==> config.mk <==
export PLATFORM = sky130hd
export DESIGN_NAME = noc_inject_arbiter_flat
export DESIGN_NICKNAME = d
export VERILOG_FILES = /design/src/rtl/noc_inject_arbiter_pkg.sv /design/src/rtl/noc_inject_arbiter_if.sv /design/src/rtl/rr_priority_picker.sv /design/src/rtl/noc_inject_arbiter.sv /design/src/flat_wrapper.sv
export SDC_FILE = /design/constraint.sdc
export NUM_CORES = 1
export LEC_CHECK = 0
export CORE_ASPECT_RATIO = 1.1
export CORE_MARGIN = 5
export CORE_UTILIZATION = 30
export CTS_CLUSTER_DIAMETER = 40
export DETAILED_ROUTE_END_ITERATION = 8
export PLACE_DENSITY = 0.83
export SLEW_MARGIN = 15
export SYNTH_ARGS = -nofsm -noshare
export SYNTH_HDL_FRONTEND = slang
export SYNTH_SLANG_ARGS = --single-unit
==> constraint.sdc <==
create_clock -name clk -period 2.05 [get_ports clk]
set_input_delay 0.41 -clock clk [delete_from_list [all_inputs] [get_ports clk]]
set_output_delay 0.41 -clock clk [all_outputs]
set_load 0.005 [all_outputs]
==> src/rtl/noc_inject_arbiter_pkg.sv <==
// Shared constants and types for the NoC injection arbiter.
// Flit layout: {dest[12:11], ptype[10:9], payload[8:1], eop[0]}.
package noc_inject_arbiter_pkg;

    localparam int unsigned PKT_W       = 13;
    localparam int unsigned EOP_BIT     = 0;
    localparam int unsigned PAYLOAD_LSB = 1;
    localparam int unsigned PAYLOAD_W   = 8;
    localparam int unsigned TYPE_LSB    = 9;
    localparam int unsigned TYPE_W      = 2;
    localparam int unsigned DEST_LSB    = 11;
    localparam int unsigned DEST_W      = 2;

    typedef struct packed {
        logic [DEST_W-1:0]    dest;
        logic [TYPE_W-1:0]    ptype;
        logic [PAYLOAD_W-1:0] payload;
        logic                 eop;
    } packet_t;

    typedef enum logic {
        ARB_IDLE   = 1'b0,
        ARB_LOCKED = 1'b1
    } arb_state_e;

endpackage

==> src/rtl/noc_inject_arbiter_if.sv <==
// Handshake bundle between the packet generators, the arbiter and the router input.
interface noc_inject_arbiter_if #(
    parameter int unsigned NUM_REQ = 4,
    parameter int unsigned PKT_W   = 13
);

    logic [NUM_REQ-1:0]       req_valid;
    logic [NUM_REQ*PKT_W-1:0] req_packet;
    logic [NUM_REQ-1:0]       req_ready;
    logic                     out_valid;
    logic [PKT_W-1:0]         out_packet;
    logic                     out_ready;

    // Generator/router side of the bundle
    modport master (
        output req_valid, req_packet, out_ready,
        input  req_ready, out_valid, out_packet
    );

    // Arbiter side of the bundle
    modport slave (
        input  req_valid, req_packet, out_ready,
        output req_ready, out_valid, out_packet
    );

endinterface

==> src/rtl/rr_priority_picker.sv <==
// Combinational round-robin search: first set request at or above i_rr_ptr, with wrap.
module rr_priority_picker #(
    parameter int unsigned NUM_REQ = 4,
    localparam int unsigned IW     = $clog2(NUM_REQ)
) (
    input  logic [NUM_REQ-1:0] i_req,
    input  logic [IW-1:0]      i_rr_ptr,
    output logic               o_found,
    output logic [IW-1:0]      o_winner
);

    int unsigned w_idx;

    always_comb begin
        o_found  = 1'b0;
        o_winner = '0;
        w_idx    = 0;
        for (int unsigned k = 0; k < NUM_REQ; k++) begin
            w_idx = (32'(i_rr_ptr) + k) % NUM_REQ;
            if (!o_found && i_req[w_idx]) begin
                o_found  = 1'b1;
                o_winner = w_idx[IW-1:0];
            end
        end
    end

endmodule

==> src/rtl/noc_inject_arbiter.sv <==
// Packet-atomic round-robin arbiter sharing one NoC injection port among NUM_REQ generators.
// Optional stall-timeout release is enabled by defining NOC_ARB_TIMEOUT_EN.
module noc_inject_arbiter #(
    parameter int unsigned NUM_REQ = 4,
    parameter int unsigned PKT_W   = noc_inject_arbiter_pkg::PKT_W
`ifdef NOC_ARB_TIMEOUT_EN
    ,
    parameter int unsigned TIMEOUT_CYC = 16
`endif
) (
    input  logic                       clk,
    input  logic                       reset,
    noc_inject_arbiter_if.slave        bus,
    output logic [$clog2(NUM_REQ)-1:0] grant_id,
    output logic                       busy,
    output logic                       timeout_err
);

    import noc_inject_arbiter_pkg::*;

    localparam int unsigned IW        = $clog2(NUM_REQ);
    localparam logic [0:0]  ST_IDLE   = ARB_IDLE;
    localparam logic [0:0]  ST_LOCKED = ARB_LOCKED;

    logic [0:0]    r_state;
    logic [IW-1:0] r_grant;
    logic [IW-1:0] r_rr_ptr;
    logic          r_timeout_err;

    logic             w_found;
    logic [IW-1:0]    w_winner;
    logic             w_locked;
    logic             w_sel_valid;
    logic [PKT_W-1:0] w_sel_pkt;
    logic             w_eop;
    logic             w_xfer;
    logic [IW-1:0]    w_next_ptr;

    rr_priority_picker #(
        .NUM_REQ (NUM_REQ)
    ) u_picker (
        .i_req    (bus.req_valid),
        .i_rr_ptr (r_rr_ptr),
        .o_found  (w_found),
        .o_winner (w_winner)
    );

    assign w_locked    = (r_state == ST_LOCKED);
    assign w_sel_valid = bus.req_valid[r_grant];
    assign w_sel_pkt   = bus.req_packet[32'(r_grant)*PKT_W +: PKT_W];
    assign w_eop       = w_sel_pkt[EOP_BIT];
    assign w_xfer      = bus.out_valid & bus.out_ready;
    assign w_next_ptr  = (r_grant == IW'(NUM_REQ - 1)) ? '0 : r_grant + 1'b1;

    // Outputs are masked during reset so a lock being dropped never transfers a flit.
    always_comb begin
        bus.req_ready  = '0;
        bus.out_valid  = 1'b0;
        bus.out_packet = '0;
        if (w_locked && !reset) begin
            bus.out_valid          = w_sel_valid;
            bus.out_packet         = w_sel_pkt;
            bus.req_ready[r_grant] = bus.out_ready;
        end
    end

`ifdef NOC_ARB_TIMEOUT_EN
    logic [7:0] r_stall_cnt;

    always_ff @(posedge clk) begin
        if (reset) begin
            r_state       <= ST_IDLE;
            r_grant       <= '0;
            r_rr_ptr      <= '0;
            r_timeout_err <= 1'b0;
            r_stall_cnt   <= '0;
        end else begin
            r_timeout_err <= 1'b0;
            case (r_state)
                ST_IDLE: begin
                    if (w_found) begin
                        r_state     <= ST_LOCKED;
                        r_grant     <= w_winner;
                        r_stall_cnt <= '0;
                    end
                end
                default: begin
                    if (w_xfer && w_eop) begin
                        r_state  <= ST_IDLE;
                        r_rr_ptr <= w_next_ptr;
                    end else if (w_xfer) begin
                        r_stall_cnt <= '0;
                    end else if (!w_sel_valid) begin
                        // This stall cycle is the TIMEOUT_CYC-th one: force release.
                        if (r_stall_cnt >= 8'(TIMEOUT_CYC - 1)) begin
                            r_state       <= ST_IDLE;
                            r_rr_ptr      <= w_next_ptr;
                            r_timeout_err <= 1'b1;
                            r_stall_cnt   <= '0;
                        end else begin
                            r_stall_cnt <= r_stall_cnt + 8'd1;
                        end
                    end
                end
            endcase
        end
    end

    assign timeout_err = r_timeout_err;
`else
    always_ff @(posedge clk) begin
        if (reset) begin
            r_state  <= ST_IDLE;
            r_grant  <= '0;
            r_rr_ptr <= '0;
        end else begin
            case (r_state)
                ST_IDLE: begin
                    if (w_found) begin
                        r_state <= ST_LOCKED;
                        r_grant <= w_winner;
                    end
                end
                default: begin
                    if (w_xfer && w_eop) begin
                        r_state  <= ST_IDLE;
                        r_rr_ptr <= w_next_ptr;
                    end
                end
            endcase
        end
    end

    assign r_timeout_err = 1'b0;
    assign timeout_err   = r_timeout_err;
`endif

    assign grant_id = r_grant;
    assign busy     = w_locked;

endmodule

==> src/flat_wrapper.sv <==
// flat-port wrapper written by rule: the top's interface ports become plain ports
module noc_inject_arbiter_flat import noc_inject_arbiter_pkg::*;
#(
    parameter int unsigned NUM_REQ = 4,
    parameter int unsigned PKT_W   = noc_inject_arbiter_pkg::PKT_W

)
  (clk, reset, grant_id, busy, timeout_err, bus_req_valid, bus_req_packet, bus_out_ready, bus_req_ready, bus_out_valid, bus_out_packet);
  noc_inject_arbiter_if #(.NUM_REQ(NUM_REQ), .PKT_W(PKT_W)) bus_i ();
  input  logic clk;
  input  logic reset;
  output logic [$clog2(NUM_REQ)-1:0] grant_id;
  output logic busy;
  output logic timeout_err;
  input wire logic [$bits(bus_i.req_valid)-1:0] bus_req_valid;
  input wire logic [$bits(bus_i.req_packet)-1:0] bus_req_packet;
  input wire logic [$bits(bus_i.out_ready)-1:0] bus_out_ready;
  output wire logic [$bits(bus_i.req_ready)-1:0] bus_req_ready;
  output wire logic [$bits(bus_i.out_valid)-1:0] bus_out_valid;
  output wire logic [$bits(bus_i.out_packet)-1:0] bus_out_packet;
  assign bus_i.req_valid = bus_req_valid;
  assign bus_i.req_packet = bus_req_packet;
  assign bus_i.out_ready = bus_out_ready;
  assign bus_req_ready = bus_i.req_ready;
  assign bus_out_valid = bus_i.out_valid;
  assign bus_out_packet = bus_i.out_packet;
  noc_inject_arbiter #(.NUM_REQ(NUM_REQ), .PKT_W(PKT_W)) u_core (.clk(clk), .reset(reset), .bus(bus_i), .grant_id(grant_id), .busy(busy), .timeout_err(timeout_err));
endmodule
=== After elaboration in Yosys (flattened, before gate mapping) ===
Cells that the tools add are included.
W data, S select, Z words.

* Register bits: 5
* Bits of input ports: 59
* Output and inout bits: 22
* Word-level logic and storage cells: 58

* Bitwise gates (word level): 3
* Multiplexer cells: 27
* Order comparisons: 6
* Reductions and logical operators: 12
* $mul: 1
* Shift-type cells: 1
* Add/subtract/negate cells: 4
* Eq/ne operators: 1

{| class="wikitable"
|+ Operators with widths
! kind !! count
|-
| $shiftx A52 B7 Y13 || 1
|-
| $lt A2 B3 Y1 const B || 5
|-
| $mux W1 || 14
|-
| $mux W13 || 1
|-
| $bmux W1 S2 || 5
|-
| $mux W2 || 5
|-
| $logic_and A1 B1 Y1 || 6
|-
| $mul A2 B4 Y6 const B || 1
|-
| $add A2 B1 Y2 const B || 2
|-
| $add A2 B2 Y2 const B || 2
|-
| $and A4 B4 Y4 || 1
|-
| $logic_not A1 Y1 || 4
|-
| $mux W4 || 1
|-
| $reduce_and A2 Y1 || 2
|-
| $demux W1 S2 || 1
|-
| $eq A2 B2 Y1 const B || 1
|-
| $ge A2 B1 Y1 const B || 1
|-
| $and A1 B1 Y1 || 1
|-
| $not A1 Y1 || 1
|}

=== Logic depth before layout (Yosys ltp) ===
Gate-level depths: netlist of the first run.

* Depth after elaboration: 14
* Mapped depth: 6
* Mapped depth without buffers: 4

=== Cells and area by module ===
Synthesis of the first run repeated with hierarchy kept, for this count alone.

* Cell total of the unflattened synthesis: 80
* Area total of the unflattened synthesis: 845.8 µm²

{| class="wikitable"
|+ Modules (own cells, without submodules)
! module !! area an instance (µm²) !! times used !! sequential area each (µm²) !! cells each
|-
| noc_inject_arbiter || 768.2 || 1 || 100.1 || 65
|-
| rr_priority_picker || 77.6 || 1 || 0.0 || 15
|}

=== Least setup slack after synthesis of the first run ===
OpenSTA, ideal clock, no wires.

* Path type: register -> output
* From: register u_core.r_grant[0], in the netlist u_core.grant_id[0]
* To: output bus_out_packet[10]
* Arrival time: 1.367 ns
* Buffers on the path: 2
* Stages on the path, launching flop included: 5
* Data required time: 1.640 ns
* Setup slack: 0.273 ns
* Cell sequence: dfxtp_1 buf_6 clkbuf_8 mux4_2 and2_1

* Cells in the longest elaborated chain, start to end: 3

{| class="wikitable"
|+ Ends and longest elaborated chain
! what !! line !! text
|-
| start: declaration || noc_inject_arbiter.sv:26 || <nowiki>logic [IW-1:0] r_grant;</nowiki>
|-
| start signal: assignment || noc_inject_arbiter.sv:121 || <nowiki>r_grant <= w_winner;</nowiki>
|-
| $mul A2 B4 Y6 || noc_inject_arbiter.sv:50 || <nowiki>assign w_sel_pkt = bus.req_packet[32'(r_grant)*PKT_W +: PKT_W];</nowiki>
|-
| $shiftx A52 B7 Y13 || noc_inject_arbiter.sv:50 ||
|-
| $mux W13 || noc_inject_arbiter.sv:60 || <nowiki>if (w_locked && !reset) begin</nowiki>
|-
| end: declaration || flat_wrapper.sv:20 || <nowiki>output wire logic [$bits(bus_i.out_packet)-1:0] bus_out_packet;</nowiki>
|}

No other way between the ends.

=== Worst setup path after layout of the first run ===
* From: input bus_req_packet[43]
* To: output bus_out_packet[4]

* Cells in the longest elaborated chain, start to end: 2

{| class="wikitable"
|+ Ends and longest elaborated chain
! what !! line !! text
|-
| start: declaration || flat_wrapper.sv:16 || <nowiki>input wire logic [$bits(bus_i.req_packet)-1:0] bus_req_packet;</nowiki>
|-
| $shiftx A52 B7 Y13 || noc_inject_arbiter.sv:50 ||
|-
| $mux W13 || noc_inject_arbiter.sv:60 ||
|}

No other way between the ends.

==> results of run 1 <==
==> power by group through the flow <==
stage | clock network (mW) | logic, mW | registers, mW
floorplan | 0 | 0.108 | 0.109
global placement | 0 | 0.293 | 0.107
detailed placement | 0 | 0.304 | 0.107
CTS | 0.117 | 0.310 | 0.106
global route | 0.124 | 0.329 | 0.106
finish | 0.112 | 0.307 | 0.106
==> per-layer routing <==
metal	wire [µm]	up-vias	track usage
li1	-	490	-
met4	16	0	0.03878
met3	537	2	0.05894
met2	1771	62	0.3176
met1	1302	478	0.1973
met5	0	-	0
==> cell type report <==
type,instances,share of cell area
repair buffers,99,0.5188
multi-input cells,63,0.3733
flip-flops and latches,5,0.05891
well taps,33,0.02342
clock buffers,4,0.01490
inverters,5,0.01065
==> worst max-delay path: cells and delay by family <==
family / cells / cell delay [ns]
simple gates: 1 / 0.15
buf+inv: 2 / 0.60
mux: 1 / 0.45
==> flip-flops by register name, indices dropped and copies added (netlist names) <==
signal / flops
u_core.busy: 1
u_core.grant_id: 2
u_core.r_rr_ptr: 2
==> cells in the mapped netlist <==
master and number:
a211o_1 2, a21o_1 2, a21oi_1 5, a21oi_2 1
and2_1 13, and2_2 1, and3_1 4, buf_4 2
buf_6 1, clkbuf_1 2, clkbuf_4 1, clkbuf_8 1
conb_1 1, dfxtp_1 5, ha_1 4, inv_1 5
mux2i_1 1, mux4_1 5, mux4_2 9, nand2_1 4
nand3_1 1, nand4_2 1, nor2_1 4, nor2b_1 2
o221ai_1 2, or3_1 1
==> stage by stage <==
step                utilization  setup TNS (ns)
floorplan                     -               0
global placement         0.6399          -4.143
detailed placement       0.6399          -4.510
CTS                      0.6500               0
global route             0.6463               0
finish                   0.6463               0
==> worst min path at each step <==
stage                         endpoint          startpoint  cells after the start
floorplan           u_core.r_rr_ptr[0]  u_core.r_rr_ptr[0]                      2
global placement    u_core.r_rr_ptr[0]  u_core.r_rr_ptr[0]                      2
global route        u_core.r_rr_ptr[0]  u_core.r_rr_ptr[0]                      2
CTS                 u_core.r_rr_ptr[0]  u_core.r_rr_ptr[0]                      2
detailed placement  u_core.r_rr_ptr[0]  u_core.r_rr_ptr[0]                      2
finish              u_core.r_rr_ptr[0]  u_core.r_rr_ptr[0]                      2
==> cells by family after synthesis <==
kind of cell / after synthesis / synth area share
mux: 15 / 0.4117
buf+inv: 12 / 0.08832
simple gates: 31 / 0.2156
compound gates: 12 / 0.1003
flops: 5 / 0.1198
fa+ha+maj: 4 / 0.05988
other cells: 1 / 0.004487
==> timing repair <==
item / in CTS / in global routing
pin swaps: 8 / 2
endpoints found under the setup margin: 18 / 9
gates cloned: 0 / 0
resized for setup: 61 / 18
buffers inserted: 4 / 0
==> results_dict.tcl, run 1 <==
set metrics [dict create \
    grt_usage 0.1769 \
    min_path_type "register to register" \
    via_count 1032 \
    synth.largest_area_cell "mux4_2" \
    clock_sinks 5 \
    pwr-share-comb 0.585 \
    crit_arrival_ns 1.61 \
    grt_overflow 0 \
    setup_violations 0 \
    sw_frac_of_total 0.2579 \
    crit_chain "clkdlybuf4s50_1, mux4_2, and2_1, clkdlybuf4s15_2" \
    multiInputGateArea_um2 658.1 \
    crit_path_start "bus_req_packet[43]" \
    antenna_cells 0 \
    crit_path_end "bus_out_packet[4]" \
    grt_pass1_wl_mm 5.264 \
    dieArea_mm2 0.003943 \
    rr_endpoint "u_core.r_rr_ptr[1]" \
    start_util 0.3064 \
    cts-root-buf "clkbuf_4" \
    dpl-instance-area_mm2 0.001745 \
    cts_tree "built" \
    grt_antenna_before_repair 0 \
    final_cells 209 \
    crit_fanout 1 \
    cp-start-kind "input pin" \
    routedWlPerCell_um 17.35 \
    clkTransAtPathRegs_ns 0.04 \
    final_common_cell "clkdlybuf4s50_1" \
    layout_common_cells "clkdlybuf4s50_1 (51), buf_4 (16), mux4_2 (14)" \
    yosysTopAreaCellShare 0.2425 \
    dp_worst_setup_slack_ns -0.3261 \
    hold_buffers 0 \
    cts_buffer_depth 2 \
    yosysWarnings 0 \
    core_area_mm2 0.002728 \
    remaining_drc_errors 0 \
    dieWidth_um 60.33 \
    ant_nets 0 \
    drt-vias-per-instance 4.938 \
    status "finished clean" \
    worst_ir_drop_vdd_uv 258.6 \
    design_area_mm2 0.001763 \
    r2r_start "u_core.grant_id[0]" \
    critPathKind "input pin to output pin" \
    worstPathRequired_ns 1.64 \
    pin_count 81 \
    ys_seq_elements 5 \
    io_buffer_count 79 \
    drt_wl_total_mm 3.626 \
    rsz0062_at_grt "false" \
    hold_viol 0 \
    synthesis.nets 143 \
    fin_skew_ns 0.004192 \
    max_freq_mhz 495.2 \
    clkLatencyLatePin_ns 0.24 \
    dp_hpwl_mm 3.041 \
    grt_max_degree 15 \
    drv_cap 0 \
    cp-end-kind "output pin" \
    placedCellCount 201 \
    rr_worst_depth 7 \
    fillers 211 \
    timing.final.crit_period_ns 2.020 \
    max_stage_delay_ns 0.45 \
    netlist_instances 80 \
    fin_ws_ns 0.03044 \
    numCtsBuffers 3 \
    yosys-top-cells-area "mux4_2 (24%), mux4_1 (16%), dfxtp_1 (12%)" \
    drtPass1Iterations 4 \
    gp_congestion 0.7127 \
    synth.distinct_cells 26 \
    p_leak_nw 0.8369 \
    area_delta_synth_final_pct 110.9 \
    synth_area_um2 835.8 \
    reg2reg_slack_ns 0.31 \
    powerDensity_mw_per_mm2 297.5 \
    die_y_um 65.36 \
    slew_violations 0 \
    nNetsFinal 240 \
    finalPower_mw 0.5244 \
    seqPwrFrac 0.202 \
    switchingPower_mw 0.1353 \
    drive_gt1_frac 0.3409 \
    critPathSlowestCell "mux4_2" \
    internal_power_mw 0.3892 \
    syn_avg_cell_area_um2 10.45 \
    fin_crit_sh 0.9852 \
    drt-initial-drc-count 31 \
    ys_seq_area_frac 0.1198 \
    grt_pass1_vias 1092 \
    power_frac_clock 0.213 \
    fin_worst_hold_slack_ns 0.5262 \
    cts_max_level 1 \
    rows 20 \
    seq_area_um2 103.9 \
]
Note: power is estimated with default switching activity, not from simulation.
==> run 2, diff against run 1 <==
--- a/config.mk
+++ b/config.mk
@@ -6,11 +6,10 @@
 export NUM_CORES = 1
 export LEC_CHECK = 0
 export CORE_ASPECT_RATIO = 1.1
-export CORE_MARGIN = 5
-export CORE_UTILIZATION = 30
+export CORE_UTILIZATION = 27
 export CTS_CLUSTER_DIAMETER = 40
 export DETAILED_ROUTE_END_ITERATION = 8
-export PLACE_DENSITY = 0.83
+export PLACE_DENSITY = 0.79
 export SLEW_MARGIN = 15
 export SYNTH_ARGS = -nofsm -noshare
 export SYNTH_HDL_FRONTEND = slang
==> constraint.sdc (replaced) <==
create_clock -name clk -period 1.65 [get_ports clk]
set_input_delay 0.33 -clock clk [delete_from_list [all_inputs] [get_ports clk]]
set_output_delay 0.33 -clock clk [all_outputs]
set_load 0.005 [all_outputs]
==> run 2 against run 1 <==
The flow now finishes with violations (negative setup slack); via count up 7.8%; sequential share of layout area fell by 0.61 points; largest power group unchanged; clock power is 26% higher; worst setup slack worse by 0.32 ns; die area decreased by 16%; hold slack worse by 0.014 ns; critical path type is now register to output pin; global-route usage increased by 4.3 points; routed wire length up 9.6%.
==> results_dict.tcl, run 2 (same netlist as run 1, synthesis figures left out) <==
set metrics [dict create \
    drt_wl_total_mm 3.973 \
    layout_common_cells "clkdlybuf4s50_1 (58), buf_6 (24), mux4_2 (14), and2_4 (14), buf_4 (13)" \
    drt-initial-drc-count 17 \
    nNetsFinal 246 \
    drtPass1Iterations 4 \
    gp_congestion 0.7327 \
    critical_path.most_common_cell "buf_12" \
    cts-root-buf "clkbuf_4" \
    remaining_drc_errors 0 \
    cts_buffer_depth 2 \
    clock_sinks 5 \
    dieWidth_um 55.05 \
    fin_ws_ns -0.2910 \
    fin_skew_ns 0.002796 \
    cts_tree "built" \
    worst_ir_drop_vdd_uv 410.7 \
    start_util 0.2930 \
    p_leak_nw 0.8389 \
    path_buf_inv 3 \
    grt_pass1_wl_mm 5.250 \
    min_path_cells 2 \
    final_common_cell "clkdlybuf4s50_1" \
    ant_nets 0 \
    crit_arrival_ns 1.61 \
    rr_worst_depth 7 \
    crit_fanout 5 \
    pin_count 81 \
    crit_chain "buf_12, buf_12, mux4_2, and2_4, buf_6" \
    grt_max_degree 16 \
    clkLatencyLatePin_ns 0.24 \
    rsz0062_at_grt "true" \
    powerDensity_mw_per_mm2 372.1 \
    worstPathRequired_ns 1.32 \
    dp_hpwl_mm 2.643 \
    placedCellCount 199 \
    reg2reg_slack_ns -0.04 \
    antenna_cells 0 \
    cp_top_family "multiplexers" \
    violations "negative setup slack" \
    cts_max_level 1 \
    area_delta_synth_final_pct 138.0 \
    cp-start-kind "register" \
    core_area_mm2 0.002853 \
    grt_overflow 0 \
    numCtsBuffers 3 \
    status "complete, but fails checks" \
    hold_viol 0 \
    drv_cap 0 \
    min_from "u_core.r_rr_ptr[0]" \
    rows 20 \
    routedWlPerCell_um 18.48 \
    io_buffer_count 79 \
    critPathKind "register to output pin" \
    hold_end "u_core.r_rr_ptr[0]" \
    timing.final.crit_period_ns 1.941 \
    final_cells 215 \
    fin_crit_sh 1.176 \
    max_freq_mhz 515.2 \
    drt-vias-per-instance 5.172 \
    grt_usage 0.2195 \
    grt_antenna_before_repair 0 \
    clkTransAtPathRegs_ns 0.04 \
    max_stage_delay_ns 0.51 \
    r2r_start "u_core.grant_id[0]" \
    cp-end-kind "output pin" \
    critPathSlowestCell "mux4_2" \
    min_path_type "register to register" \
    via_count 1112 \
    drive_gt1_frac 0.4725 \
    grt_pass1_vias 1171 \
    utilization 0.6974 \
    dieArea_mm2 0.003323 \
    die_y_um 60.36 \
    slew_violations 0 \
    setup_violations 16 \
    rr_endpoint "u_core.r_rr_ptr[1]" \
]
run 2: changes by cell type in the layout (fill, tap and decap cells not counted), sizes merged:
cell / delta
dlygate4sd2: -4
clkdlybuf4s15: -2
clkdlybuf4s50: +7
buf: +16
dlymetal6s2s: -7
clkbuf: -4
run 2: per-stage QoR:
stage	hold slack (ns)	setup TNS (ns)	setup WS (ns)	cell area [µm²]	total power [mW]
floorplan	0.3917	0	0.003509	838.3	0.2702
global placement	0.4932	-9.161	-0.5544	1719	0.4886
detailed placement	0.5029	-9.572	-0.6067	1719	0.4979
CTS	0.5106	-3.304	-0.2759	1899	0.7130
global route	0.5504	-4.205	-0.3366	1989	0.7904
finish	0.5121	-3.374	-0.2910	1989	0.7403
run 2: worst register-to-register path, delay by kind of cell (launching register included):
kind / cells / cell delay (ns)
simple gates: 2 / 0.11
mux: 2 / 0.73
buf+inv: 3 / 0.37
flops: 1 / 0.37
run 2: repair_timing:
item | 4_1_cts | 5_1_grt
endpoints found under the setup margin | 22 | 22
gates resized for setup | 113 | 22
setup buffers | 14 | 2
hold buffers | 0 | 0
hold endpoints to repair | 0 | 0
pin swaps | 19 | 1
run 2: worst max path at each step:
stage                         endpoint  cells after the start          startpoint
detailed placement       bus_out_valid                      4    bus_req_valid[3]
floorplan           bus_out_packet[10]                      4  u_core.grant_id[0]
global route         bus_out_packet[2]                      5  u_core.grant_id[0]
global placement         bus_out_valid                      4    bus_req_valid[3]
CTS                 bus_out_packet[12]                      5  u_core.grant_id[0]
finish               bus_out_packet[2]                      5  u_core.grant_id[0]
run 2: layout make-up:
cell class / count / area [µm²]
clock buffer: 4 / 26.28
multi-input combinational: 63 / 745.7
sequential: 5 / 105.1
tap: 33 / 41.29
inverter: 5 / 21.27
fill: 186 / 863.3
timing repair buffer: 105 / 1050
run 2: layer usage:
layer  GRT usage  routed length [µm]  vias up
li1            -                   -      502
met1      0.2191                1437      531
met2      0.4165                1973       75
met3     0.08020                 510        4
met4     0.05714                  51        0
met5           0                   0        -
run 2: power breakdown:
group          switching, mW  total [mW]  internal, mW
clock                 0.0496       0.141        0.0914
combinational          0.145       0.467         0.322
sequential           0.00543       0.132         0.127
